**config.mk**
```make
export PLATFORM = sky130hd
export DESIGN_NAME = lsu_ctrl
export DESIGN_NICKNAME = d
export VERILOG_FILES = /design/src/rtl/lsu_ctrl_pkg.sv /design/src/rtl/lsu_load_ext.sv /design/src/rtl/lsu_ctrl.sv
export SDC_FILE = /design/constraint.sdc
export NUM_CORES = 1
export LEC_CHECK = 0
export CORE_MARGIN = 5
export CORE_UTILIZATION = 48
export DETAILED_ROUTE_END_ITERATION = 16
export GPL_ROUTABILITY_DRIVEN = 0
export MAX_ROUTING_LAYER = met4
export PLACE_DENSITY = 0.89
export SETUP_SLACK_MARGIN = 0.4
export SYNTH_ARGS = -nofsm -noshare
export SYNTH_HDL_FRONTEND = slang
export SYNTH_SLANG_ARGS = --single-unit
```
**constraint.sdc**
```tcl
create_clock -name clock -period 3.59 [get_ports clock]
set_input_delay 0.359 -clock clock [delete_from_list [all_inputs] [get_ports clock]]
set_output_delay 0.359 -clock clock [all_outputs]
set_load 0.01 [all_outputs]
```
**src/rtl/lsu_ctrl_pkg.sv**
```systemverilog
// Shared LSU encodings: load/store type codes, FSM states, access sizes and
// the request fields latched when an access is accepted.
package lsu_ctrl_pkg;

   localparam int XLEN   = 64;
   localparam int NBYTES = XLEN / 8;
   localparam int OFF_W  = $clog2(NBYTES);

   // Load type codes from the decoder; bit 2 set means zero-extend (ld excepted)
   localparam logic [2:0] LD_LB  = 3'b001;
   localparam logic [2:0] LD_LH  = 3'b010;
   localparam logic [2:0] LD_LW  = 3'b011;
   localparam logic [2:0] LD_LD  = 3'b100;
   localparam logic [2:0] LD_LBU = 3'b101;
   localparam logic [2:0] LD_LHU = 3'b110;
   localparam logic [2:0] LD_LWU = 3'b111;

   // Store type codes from the decoder
   localparam logic [2:0] ST_SB = 3'b100;
   localparam logic [2:0] ST_SH = 3'b101;
   localparam logic [2:0] ST_SW = 3'b110;
   localparam logic [2:0] ST_SD = 3'b111;

   typedef enum logic [1:0] {S_IDLE, S_REQ, S_WAIT, S_DONE} lsu_state_e;
   typedef enum logic [1:0] {SZ_B, SZ_H, SZ_W, SZ_D} acc_size_e;

   // Fields of an accepted access needed after the bus handshake
   typedef struct packed {
      logic             is_store;
      logic [2:0]       ld_type;
      logic [OFF_W-1:0] off;
   } lsu_req_t;

   function automatic acc_size_e store_size(input logic [2:0] t);
      case (t)
         ST_SB:   return SZ_B;
         ST_SH:   return SZ_H;
         ST_SW:   return SZ_W;
         ST_SD:   return SZ_D;
         default: return acc_size_e'(t[1:0]);
      endcase
   endfunction

   function automatic acc_size_e load_size(input logic [2:0] t);
      case (t)
         LD_LB, LD_LBU: return SZ_B;
         LD_LH, LD_LHU: return SZ_H;
         LD_LW, LD_LWU: return SZ_W;
         LD_LD:         return SZ_D;
         default:       return SZ_D;
      endcase
   endfunction

   // Byte strobes for an access of the given size at lane 0
   function automatic logic [NBYTES-1:0] size_mask(input acc_size_e sz);
      case (sz)
         SZ_B:    return 8'h01;
         SZ_H:    return 8'h03;
         SZ_W:    return 8'h0F;
         default: return 8'hFF;
      endcase
   endfunction

   function automatic logic misaligned(input acc_size_e sz, input logic [OFF_W-1:0] off);
      case (sz)
         SZ_H:    return off[0];
         SZ_W:    return |off[1:0];
         SZ_D:    return |off;
         default: return 1'b0;
      endcase
   endfunction

endpackage

```
**src/rtl/lsu_load_ext.sv**
```systemverilog
// Load result formatting: shift the aligned doubleword down to the access
// byte offset, truncate to the access size and sign/zero extend.
module lsu_load_ext
   import lsu_ctrl_pkg::*;
(
   input  logic [2:0]       load_type,
   input  logic [OFF_W-1:0] off,
   input  logic [XLEN-1:0]  rdata,
   output logic [XLEN-1:0]  result
);

   logic [XLEN-1:0] sh;
   logic            sx;

   // Shift, truncate, extend; code bit 2 clear selects sign extension
   always_comb begin
      sh = rdata >> {off, 3'b000};
      sx = ~load_type[2];
      case (load_type[1:0])
         2'b01:   result = {{56{sx & sh[7]}},  sh[7:0]};
         2'b10:   result = {{48{sx & sh[15]}}, sh[15:0]};
         2'b11:   result = {{32{sx & sh[31]}}, sh[31:0]};
         default: result = sh;
      endcase
   end

endmodule

```
**src/rtl/lsu_ctrl.sv**
```systemverilog
// Load/store unit controller: one access at a time, IDLE -> REQ -> WAIT -> DONE.
// Optional LSU_MISALIGN_CHK_EN: size-misaligned accesses skip the bus and
// complete with done_err set; without it done_err is tied low.
module lsu_ctrl
   import lsu_ctrl_pkg::*;
(
   input  logic              clock,
   input  logic              reset_n,
   input  logic              req_valid,
   output logic              req_ready,
   input  logic              req_mem_read,
   input  logic              req_mem_write,
   input  logic [2:0]        req_load_type,
   input  logic [2:0]        req_store_type,
   input  logic [XLEN-1:0]   req_addr,
   input  logic [XLEN-1:0]   req_wdata,
   output logic              mem_valid,
   input  logic              mem_ready,
   output logic [XLEN-1:0]   mem_addr,
   output logic              mem_wen,
   output logic [NBYTES-1:0] mem_wmask,
   output logic [XLEN-1:0]   mem_wdata,
   input  logic              mem_rsp_valid,
   input  logic [XLEN-1:0]   mem_rdata,
   output logic              done_valid,
   output logic [XLEN-1:0]   done_rdata,
   output logic              done_err
);

   lsu_state_e        state, state_nxt;
   lsu_req_t          req_q;
   logic [XLEN-1:0]   addr_q, wdata_q, rdata_q, ld_result;
   logic [NBYTES-1:0] wmask_q;
   logic              wen_q;
   logic [OFF_W-1:0]  req_off;
   logic              is_access, bad_align, accept;

   assign req_off   = req_addr[OFF_W-1:0];
   assign is_access = req_mem_read | req_mem_write;
   assign accept    = (state == S_IDLE) & req_valid & is_access & ~bad_align;

`ifdef LSU_MISALIGN_CHK_EN
   acc_size_e req_size;
   logic      err_q;

   assign req_size  = req_mem_write ? store_size(req_store_type) : load_size(req_load_type);
   assign bad_align = is_access & misaligned(req_size, req_off);

   // Error flag follows each IDLE decision so it is valid for the DONE cycle
   always_ff @(posedge clock or negedge reset_n) begin
      if (!reset_n)                         err_q <= 1'b0;
      else if (state == S_IDLE && req_valid) err_q <= bad_align;
   end

   assign done_err = (state == S_DONE) & err_q;
`else
   assign bad_align = 1'b0;
   assign done_err  = 1'b0;
`endif

   // State register; reset drops any in-flight bus transaction
   always_ff @(posedge clock or negedge reset_n) begin
      if (!reset_n) state <= S_IDLE;
      else          state <= state_nxt;
   end

   // Next-state: no-op and rejected accesses go straight to DONE
   always_comb begin
      state_nxt = state;
      case (state)
         S_IDLE: if (req_valid) state_nxt = accept ? S_REQ : S_DONE;
         S_REQ:  if (mem_ready) state_nxt = S_WAIT;
         S_WAIT: if (mem_rsp_valid) state_nxt = S_DONE;
         S_DONE: state_nxt = S_IDLE;
         default: state_nxt = S_IDLE;
      endcase
   end

   // Latch bus fields on acceptance; capture the completion data
   always_ff @(posedge clock or negedge reset_n) begin
      if (!reset_n) begin
         req_q   <= '0;
         addr_q  <= '0;
         wen_q   <= 1'b0;
         wmask_q <= '0;
         wdata_q <= '0;
         rdata_q <= '0;
      end else begin
         if (accept) begin
            req_q   <= '{is_store: req_mem_write, ld_type: req_load_type, off: req_off};
            addr_q  <= {req_addr[XLEN-1:OFF_W], {OFF_W{1'b0}}};
            wen_q   <= req_mem_write;
            wmask_q <= req_mem_write ? (size_mask(store_size(req_store_type)) << req_off) : '0;
            wdata_q <= req_mem_write ? (req_wdata << {req_off, 3'b000}) : '0;
         end
         if (state == S_IDLE && req_valid && !accept)
            rdata_q <= '0;
         else if (state == S_WAIT && mem_rsp_valid)
            rdata_q <= req_q.is_store ? '0 : ld_result;
      end
   end

   lsu_load_ext u_load_ext (
      .load_type (req_q.ld_type),
      .off       (req_q.off),
      .rdata     (mem_rdata),
      .result    (ld_result)
   );

   assign req_ready  = (state == S_IDLE);
   assign mem_valid  = (state == S_REQ);
   assign mem_addr   = addr_q;
   assign mem_wen    = wen_q;
   assign mem_wmask  = wmask_q;
   assign mem_wdata  = wdata_q;
   assign done_valid = (state == S_DONE);
   assign done_rdata = rdata_q;

endmodule

```
==> results of run 1 <==
cells by family after synthesis:
kind of cell	count (synthesis)	share of synthesized area, %
flip-flops	206	46.17
other	1	0.03358
multiplexers	202	20.94
buffers and inverters	105	4.146
adder cells (fa/ha/maj)	4	0.4482
AO/OA/AOI/OAI	323	19.16
AND/OR/NAND/NOR	220	9.099
worst max-delay path by stage:
stage,end,slack (ns),cells after the start
final,done_rdata[40],1.0,6
after global routing,done_rdata[17],0.70,5
after CTS,done_rdata[43],1.02,6
after detailed placement,done_rdata[19],0.82,6
after global placement,done_rdata[20],0.88,6
after floorplan,done_rdata[22],1.39,9
through the flow:
stage	instances	power, mW	setup slack [ns]	util (%)	cell area [µm²]
2_1_floorplan	1064	7.482	1.392	-	11180
3_3_place_gp	1704	10.56	0.8791	67.53	15380
3_5_place_dp	1704	10.78	0.8170	67.53	15380
4_1_cts	1749	13.63	1.020	71.47	16280
5_1_grt	1749	14.26	0.7037	71.47	16280
6_report	1749	13.63	0.9979	71.47	16280
critical path: cells and delay by family, from the launching register on:
family | cells | cell delay [ns]
compound gates | 2 | 0.65
buf+inv | 1 | 0.63
flops | 1 | 0.53
mux | 1 | 0.48
simple gates | 2 | 0.18
power groups by stage:
stage / sequential [mW] / clock, mW / combinational (mW)
floorplan: 4.36 / 0 / 3.12
global placement: 4.03 / 0 / 6.53
detailed placement: 4.10 / 0 / 6.68
CTS: 4.11 / 2.76 / 6.77
global route: 4.23 / 2.85 / 7.19
finish: 4.12 / 2.73 / 6.79
flip-flops by register name, summed over array words and instances, names as in the netlist:
signal and flops:
done_rdata 64, mem_wdata 64, mem_addr 61, mem_wmask 8, req_q 6, state 2, mem_wen 1
layer usage:
| metal | vias to the layer above | routed length [µm] |
|---|---|---|
| li1 | 4611 | - |
| met1 | 5137 | 15220 |
| met2 | 703 | 21680 |
| met3 | 137 | 4081 |
| met4 | 0 | 2040 |
| met5 | - | 0 |
timing repair:
item / in CTS / in global routing
hold buffers: 1 / 0
hold endpoints to repair: 88 / 0
setup buffers: 0 / 0
setup endpoints to repair: 0 / 0
cell type report:
| type | instances | share of cell area, % |
|---|---|---|
| clock inverter | 13 | 1.168 |
| multi-input combinational | 753 | 34.22 |
| timing repair buffer | 426 | 26.08 |
| inverter | 7 | 0.1614 |
| clock buffer | 31 | 4.289 |
| tap | 313 | 2.406 |
| sequential | 206 | 31.68 |
layout by cell type, fill, tap and decap left out, types with 3 or more instances in the layout:
cell type / instances
clkbuf_8: 6
clkinv_2: 5
dfrtp_1: 204
o2bb2ai_1: 7
mux2_2: 103
o31ai_1: 12
o22ai_1: 8
a21oi_1: 55
mux4_2: 15
buf_12: 3
clkbuf_16: 25
bufinv_16: 4
clkdlybuf4s50_1: 401
a22oi_1: 25
inv_1: 7
nand2b_1: 14
o21ai_1: 11
ha_1: 4
a22o_1: 67
a221o_1: 7
and2_1: 8
conb_1: 4
buf_4: 19
nor2_1: 77
o21ai_0: 93
nand2_1: 80
nor2b_1: 21
mux2i_1: 84
a211oi_1: 26
==> results.py, run 1 <==
metrics = {
    "grt": {
        "grt_usage_pct": 31.88,
        "met1_usage_pct": 36.59,
        "antenna_found_initial": 0,
        "grt_use_met2_pct": 54.91,
        "grt_overflow_total": 0,
        "grt_max_degree": 110,
        "grt_pass1_wl_um": 63940,
        "met3_usage_pct": 6.631,
        "first_global_vias": 10913,
        "grt-busiest-layer": "met2",
    },
    "routing": {
        "antenna_left": 0,
        "drtIter0Drc": 1026,
        "num_vias": 10588,
        "dr.pass1.iters": 6,
        "vias_per_cell": 6.054,
        "wl_per_cell_um": 24.60,
        "drc": 0,
        "routed_wl_um": 43020,
    },
    "sta": {
        "drv_slew": 0,
        "whs_ns": 0.4393,
        "tightestPinTransition_ns": 1.084,
        "fmax_ghz": 0.3858,
        "relSlewSlack_pct": 27.74,
        "finalSetupViolCount": 0,
        "tns_ns": 0,
        "finalCriticalPeriod_ns": 2.592,
        "rsz0062_at_grt": "no",
        "clock_skew_ns": 0.01067,
        "hold_violations": 0,
        "fin_crit_sh_pct": 72.20,
    },
    "die": {
        "io_pins": 410,
        "die-area_um2": 26410,
        "core_um2": 22780,
        "die_w_um": 162.5,
        "fp.dieH_um": 162.5,
        "initial_core_util_pct": 49.02,
        "rows": 55,
    },
    "worst_setup_path": {
        "reg2reg_from": "req_q[1]",
        "cp_max_fo": 47,
        "arrival_ns": 3.01,
        "cp-start-kind": "register",
        "crit_chain": "buf_4 > mux2i_1 > nor2_1 > a211oi_1 > nor2_1 > a22o_1",
        "rrSetupSlack_ns": 1.0,
        "slowest_stage": "buf_4",
        "required_ns": 4.01,
        "crit_type": "reg2reg",
        "cpMostUsedCell": "nor2_1",
        "critPathLaunch": "req_q[1]",
        "timing.rr.end": "done_rdata[40]",
        "r2r_cells": 6,
        "slowest_delay_ns": 0.63,
        "end_kind": "register",
    },
    "power": {
        "ir_drop_v": 0.0005007,
        "p_leak_nw": 6.883,
        "powerDensity_nw_per_um2": 837.5,
        "power_frac_comb_pct": 49.8,
        "clockPowerShare_pct": 20.0,
        "seqPwrFrac_pct": 30.2,
        "p_int_mw": 8.550,
        "p_sw_mw": 5.084,
        "p_sw_share_pct": 37.29,
    },
    "cells_and_area": {
        "areaGrowthSynthToFinish_pct": 45.80,
        "multiInputGateArea_um2": 5570,
        "ff_latch_area_um2": 5157,
        "drive_gt1_share_pct": 13.79,
        "final_nets": 1628,
        "antenna_cells": 0,
        "n_fill_cell": 1572,
    },
    "synth": {
        "ys_warn_count": 0,
        "synth_cell_types": 51,
        "synthArstFlopShare_pct": 100.0,
        "synth_edf_count": 0,
        "yosysMostFrequentCell": "dfrtp_1",
        "synth_seq_area_share_pct": 46.17,
        "synth-main-ff-cell": "dfrtp_1",
        "synth_area_leaders": "dfrtp_1 (46%), mux2_2 (10%), mux2i_1 (7.5%), a22o_1 (5.3%), o21ai_0 (4.2%)",
        "synth-seq-cells": 206,
        "synthTopCellsByCount": "dfrtp_1 (206), mux2_2 (103), o21ai_0 (93), mux2i_1 (84), nand2_1 (80)",
        "syn_area_um2": 11170,
        "yosysTopAreaCellShare_pct": 46.17,
        "synth.avg_cell_area_um2": 10.52,
        "syn_inst": 1061,
        "yosys.area.top_type": "dfrtp_1",
    },
    "hold_path": {
        "hp-class": "in2async",
    },
    "clock_tree": {
        "clk_latency_ns": 0.53,
        "htreeDepth": 1,
        "clock_sinks": 206,
        "clk_pin_slew_ns": 0.06,
        "cts_resized": 0,
        "clockBufferDepth": 3,
        "cts_made_buffers": 25,
        "clock-root-buffer": "clkbuf_16",
        "cts_tree": "done",
    },
    "placement": {
        "place_hpwl_um": 31110,
        "io_buffers": 404,
    },
    "flow_run": {
        "maxCapViolCount": 0,
    },
    "run_status": {
        "status": "complete, no violations",
    },
}
No activity file was read; power rests on OpenSTA's default activity.
==> run 2, diff against run 1 <==
CORE_UTILIZATION = 41   (was 48)
PLACE_DENSITY = 0.82   (was 0.89)
clock period = 2.1 ns   (was 3.59 ns; I/O delays follow)
==> run 2 against run 1 <==
  * The run now ends with setup timing left
  * Global-route usage is 3.2 points lower
  * Sequential cell count is the same
  * Non-clock buffer count up 133
  * First-iteration DRC count up 33%
  * Combinational power is 130% higher
  * Count of clock-buffer cells in the layout fell by 5
  * Worst setup slack lost 1.0 ns
  * Clock power rose by 58%
  * Design area rose by 17%
  * Wire length grew 15%
  * Power up 98%
  * Core utilization shrank 0.31 points
  * Critical endpoint is now done_rdata[63]
  * Largest cell class unchanged
  * Largest power group unchanged
==> results.py, run 2 (synthesis results as in run 1) <==
metrics = {
    "routing": {
        "dr.pass1.iters": 6,
        "drc": 0,
        "vias_per_cell": 6.102,
        "drtIter0Drc": 1368,
        "antenna_left": 0,
        "wl_per_cell_um": 25.90,
        "num_vias": 11648,
        "routed_wl_um": 49440,
    },
    "grt": {
        "grt-busiest-layer": "met2",
        "grt_max_degree": 56,
        "grt_usage_pct": 28.63,
        "grt_overflow_total": 0,
        "antenna_found_initial": 0,
        "met1_usage_pct": 31.27,
        "first_global_vias": 11710,
        "grt_use_met2_pct": 49.32,
        "met3_usage_pct": 7.226,
        "grt_pass1_wl_um": 67590,
    },
    "die": {
        "fp.dieH_um": 175.0,
        "core_um2": 26880,
        "rows": 60,
        "die_w_um": 175.0,
        "die-area_um2": 30630,
        "io_pins": 410,
        "initial_core_util_pct": 41.55,
    },
    "sta": {
        "clock_skew_ns": 0.01586,
        "setup_slack_ns": -0.01453,
        "drv_slew": 0,
        "rsz0062_at_grt": "yes",
        "fmax_ghz": 0.4729,
        "finalCriticalPeriod_ns": 2.115,
        "tns_ns": -0.04094,
        "finalSetupViolCount": 7,
        "relSlewSlack_pct": 61.83,
        "whs_ns": 0.2218,
        "tightestPinTransition_ns": 0.5666,
        "fin_crit_sh_pct": 100.7,
        "hold_violations": 0,
    },
    "worst_setup_path": {
        "slowest_delay_ns": 0.51,
        "crit_chain": "mux2i_1 > a22o_1 > or4_4 > o2111ai_4 > buf_12 > a22o_1",
        "cpMostUsedCell": "a22o_1",
        "end_kind": "register",
        "arrival_ns": 2.57,
        "required_ns": 2.56,
        "cp_max_fo": 16,
        "cp-start-kind": "register",
        "slowest_stage": "or4_4",
        "crit_type": "reg2reg",
    },
    "power": {
        "p_sw_mw": 10.18,
        "ir_drop_v": 0.0007214,
        "p_total_mw": 26.95,
        "p_leak_nw": 9.382,
        "power_frac_comb_pct": 57.4,
        "p_sw_share_pct": 37.76,
        "seqPwrFrac_pct": 26.6,
        "clockPowerShare_pct": 16.0,
        "p_int_mw": 16.77,
        "powerDensity_nw_per_um2": 1409,
    },
    "clock_tree": {
        "clock_sinks": 206,
        "clock-root-buffer": "clkbuf_16",
        "clk_latency_ns": 0.53,
        "clk_pin_slew_ns": 0.07,
        "cts_tree": "done",
        "clockBufferDepth": 3,
        "cts_made_buffers": 24,
        "htreeDepth": 1,
    },
    "flow_run": {
        "maxCapViolCount": 0,
    },
    "cells_and_area": {
        "layout_common_cells": "clkdlybuf4s50_1 (308), dfrtp_1 (204), nor2_1 (73), dlymetal6s2s_1 (69)",
        "utilization_pct": 71.15,
        "ff_latch_area_um2": 5157,
        "final_nets": 1761,
        "final_common_cell": "clkdlybuf4s50_1",
        "antenna_cells": 0,
        "drive_gt1_share_pct": 28.13,
        "multiInputGateArea_um2": 6506,
        "n_fill_cell": 1773,
        "areaGrowthSynthToFinish_pct": 71.27,
        "final_cell_area_um2": 19120,
    },
    "placement": {
        "io_buffers": 404,
        "place_hpwl_um": 32390,
        "place_area_um2": 16090,
    },
    "run_status": {
        "status": "finished, violations left",
        "violations": "setup timing",
    },
    "hold_path": {
        "hp-class": "in2async",
    },
}
==> run 2: per-layer routing <==
metal / routed length (µm) / vias to the layer above
li1: - / 4904
met1: 16620 / 5606
met2: 24460 / 904
met3: 5155 / 234
met4: 3202 / 0
met5: 0 / -
==> run 2: critical path, delay by kind of cell (launching register included) <==
family                 cells  cell delay, ns
muxes                      1            0.23
and+or+nand+nor            1            0.51
AOI/OAI and AO/OA          3            0.60
buffers and inverters      1            0.21
DFF                        1            0.50
==> run 2: final timing paths <==
check                         startpoint  slack (ns)  cells past startpoint              to
setup / recovery                req_q[1]       -0.01                      6  done_rdata[63]
hold / removal                   reset_n        0.22                      2    mem_addr[22]
setup reg to reg                req_q[1]       -0.01                      6  done_rdata[63]
hold reg to reg            done_rdata[3]        0.49                      2   done_rdata[3]
max in group asynchronous        reset_n        1.06                      3   mem_wdata[10]
min in group clock           req_addr[1]        0.27                      2    mem_wmask[1]
==> run 2: layout make-up <==
cell class	instances	share of cell area (%)
tap	341	2.231
sequential	206	26.97
multi-input combinational	754	34.02
clock buffer	26	3.232
inverter	7	0.1374
timing repair buffer	559	32.43
clock inverter	16	0.9814
==> run 2: power by group through the flow <==
stage | Clock [mW] | Combinational [mW] | Sequential, mW
after floorplan | 0 | 5.47 | 7.47
after global routing | 4.56 | 16.2 | 7.35
after global placement | 0 | 12.0 | 6.90
final | 4.32 | 15.5 | 7.17
after detailed placement | 0 | 12.2 | 6.98
after CTS | 4.35 | 13.1 | 6.96
==> run 2: what timing repair did <==
item	in CTS	in global routing
setup buffers	24	17
endpoints found under the setup margin	136	253
pin swaps	6	57
gates resized for setup	128	321
endpoints found under the hold margin	49	0
hold buffers	1	0
cloned	7	18
==> run 2: stage by stage <==
stage / cells / worst slack, ns
detailed placement: 1800 / -0.2256
global route: 1909 / -0.05248
floorplan: 1064 / 0.1710
global placement: 1800 / -0.1715
finish: 1909 / -0.01453
CTS: 1874 / 0.02171
==> run 3, diff against run 2 <==
ABC_AREA = 1   (was default)
CORE_MARGIN = default   (was 5)
CORE_UTILIZATION = 40   (was 41)
PLACE_DENSITY = 0.79   (was 0.82)
==> run 3 against run 2 <==
  * The run now ends clean
  * Cell count rose by 27%
  * Clock power rose by 7.4%
  * Global-route usage rose by 2.1 points
  * Count of clock-buffer cells in the layout rose by 3
  * Sequential share of layout area rose by 2.4 points
  * Wire length fell by 4.3%
  * Sequential cell count did not move
  * Combinational power fell by 17%
  * Critical endpoint is now done_valid
  * Largest power group unchanged
  * Highest routed layer unchanged
==> results.py, run 3 <==
metrics = {
    "routing": {
        "drc": 0,
        "routed_wl_um": 47330,
        "dr.pass1.iters": 7,
        "vias_per_cell": 5.498,
        "antenna_left": 0,
        "num_vias": 13332,
        "drtIter0Drc": 1618,
        "wl_per_cell_um": 19.52,
    },
    "sta": {
        "fin_crit_sh_pct": 83.12,
        "clock_skew_ns": 0.01023,
        "hold_violations": 0,
        "whs_ns": 0.2145,
        "relSlewSlack_pct": 59.26,
        "rsz0062_at_grt": "yes",
        "drv_slew": 0,
        "tns_ns": 0,
        "finalCriticalPeriod_ns": 1.745,
        "finalSetupViolCount": 0,
        "tightestPinTransition_ns": 0.6110,
        "fmax_ghz": 0.5729,
    },
    "cells_and_area": {
        "drive_gt1_share_pct": 9.042,
        "final_common_cell": "nand2_1",
        "final_nets": 2237,
        "areaGrowthSynthToFinish_pct": 52.73,
        "layout_common_cells": "nand2_1 (780), clkdlybuf4s50_1 (357), dfrtp_1 (205), nand3_1 (133), o21ai_0 (99)",
        "final_cell_area_um2": 17560,
    },
    "grt": {
        "grt_use_met2_pct": 51.05,
        "met3_usage_pct": 6.420,
        "grt-busiest-layer": "met2",
        "antenna_found_initial": 1,
        "grt_usage_pct": 30.73,
        "grt_pass1_wl_um": 67580,
        "grt_max_degree": 72,
        "met1_usage_pct": 35.02,
        "first_global_vias": 12424,
        "grt_overflow_total": 0,
    },
    "worst_setup_path": {
        "cp-start-kind": "register",
        "arrival_ns": 1.54,
        "end_kind": "primary output",
        "required_ns": 1.89,
        "r2r_cells": 9,
        "cp_max_fo": 2,
        "crit_type": "reg2out",
    },
    "synth": {
        "synth_edf_count": 0,
        "synth_area_leaders": "dfrtp_1 (45%), nand2_1 (26%), nand3_1 (5.9%), o21ai_0 (4.9%), a21oi_1 (2.7%)",
        "synth_seq_area_share_pct": 44.85,
        "synth.avg_cell_area_um2": 7.009,
        "ys_warn_count": 0,
        "syn_inst": 1640,
        "yosys.area.top_type": "dfrtp_1",
        "synthArstFlopShare_pct": 100.0,
        "synthTopCellsByCount": "nand2_1 (784), dfrtp_1 (206), nand3_1 (135), o21ai_0 (113), a21oi_1 (63)",
        "synth_cell_types": 34,
        "synth-main-ff-cell": "dfrtp_1",
        "synth-seq-cells": 206,
        "yosysMostFrequentCell": "nand2_1",
        "yosysTopAreaCellShare_pct": 44.85,
        "syn_area_um2": 11490,
    },
    "clock_tree": {
        "cts_tree": "done",
        "htreeDepth": 1,
        "clockBufferDepth": 3,
        "clk_latency_ns": 0.52,
        "clock_sinks": 206,
        "cts_made_buffers": 24,
        "clk_pin_slew_ns": 0.06,
        "clock-root-buffer": "clkbuf_16",
    },
    "power": {
        "power_frac_comb_pct": 53.1,
        "seqPwrFrac_pct": 27.7,
        "ir_drop_v": 0.0007670,
        "p_sw_mw": 10.02,
        "clockPowerShare_pct": 19.2,
        "p_int_mw": 14.11,
        "p_leak_nw": 8.794,
        "p_sw_share_pct": 41.52,
        "powerDensity_nw_per_um2": 1375,
    },
    "die": {
        "initial_core_util_pct": 41.04,
        "die-area_um2": 29420,
        "rows": 61,
        "die_w_um": 171.5,
        "io_pins": 410,
        "fp.dieH_um": 171.5,
        "core_um2": 28010,
    },
    "placement": {
        "place_area_um2": 16040,
        "place_hpwl_um": 33010,
        "io_buffers": 404,
    },
    "hold_path": {
        "holdPathStages": 3,
        "hp-class": "in2reg",
    },
    "flow_run": {
        "maxCapViolCount": 0,
    },
    "run_status": {
        "status": "complete, no violations",
    },
}
## run 3: cell count changes after synthesis, sizes merged, moves of 33 or more
cell,before,now
nand2,80,787
nand3,1,138
mux2,103,0
mux2i,84,1
a22o,67,2
o21ai,104,149
nor2,79,46
## run 3: what timing repair did
| action | in CTS | in global routing |
|---|---|---|
| endpoints found under the setup margin | 224 | 183 |
| buffers inserted | 1 | 13 |
| endpoints found under the hold margin | 60 | 0 |
| gates resized for setup | 48 | 76 |
| hold buffers | 1 | 0 |
| cloned | 2 | 9 |
| pin swaps | 3 | 11 |
## run 3: logic make-up after synthesis
| kind of cell | share of synthesized area [%] |
|---|---|
| DFF | 44.85 |
| and+or+nand+nor | 35.27 |
| other | 0.03262 |
| muxes | 0.08708 |
| buffers and inverters | 6.063 |
| AOI/OAI and AO/OA | 13.27 |
| adders and majority gates | 0.4354 |
## run 3: per-stage QoR
step / power (mW) / cells / setup slack, ns / utilization, %
4_1_cts: 23.51 / 2402 / 0.3156 / 60.77
3_3_place_gp: 18.44 / 2354 / 0.1765 / 57.25
2_1_floorplan: 12.74 / 1643 / 0.4049 / -
5_1_grt: 25.50 / 2425 / 0.3100 / 62.67
3_5_place_dp: 18.68 / 2354 / 0.07463 / 57.25
6_report: 24.13 / 2425 / 0.3546 / 62.67
## run 3: layer usage
| metal | part of all wire [%] | vias to the layer above | wire length (µm) |
|---|---|---|---|
| met5 | 0 | - | 0 |
| met1 | 36 | 6204 | 16860 |
| met4 | 5.7 | 0 | 2713 |
| met2 | 48 | 818 | 22870 |
| li1 | - | 6122 | - |
| met3 | 10 | 188 | 4886 |
## run 3: critical path: stages (launching register included)
cell	delay (ns)
dfrtp_1	0.41
buf_4	0.15
ha_1	0.16
dlygate4sd2_1	0.29
## run 3: area by class of cell
| cell class | instances | area, µm² |
|---|---|---|
| well taps | 378 | 473.0 |
| repair buffers | 479 | 5035 |
| fillers | 2403 | 10460 |
| flip-flops and latches | 206 | 5156 |
| diodes | 1 | 2.502 |
| multi-input cells | 1279 | 5851 |
| clock buffers | 29 | 649.4 |
| clock inverters | 15 | 226.5 |
| inverters | 38 | 162.7 |
## run 3: path summary, 6_finish.rpt
| kind | start | slack (ns) | to |
|---|---|---|---|
| worst max-delay path | state[1] | 0.35 | done_valid |
| worst min-delay path | req_addr[51] | 0.21 | mem_addr[51] |
| worst max register to register | req_q[0] | 0.39 | done_rdata[20] |
| worst min register to register | done_rdata[9] | 0.47 | done_rdata[9] |
| max in group asynchronous | reset_n | 1.09 | mem_wmask[0] |
| min in group asynchronous | reset_n | 0.26 | done_rdata[22] |
## run 3: power groups by stage
stage               Sequential, mW  Combinational, mW  Clock, mW
floorplan                     7.25               5.49          0
global placement              6.66               11.8          0
detailed placement            6.67               12.0          0
CTS                           6.67               12.2       4.68
global route                  6.84               13.8       4.85
finish                        6.68               12.8       4.64
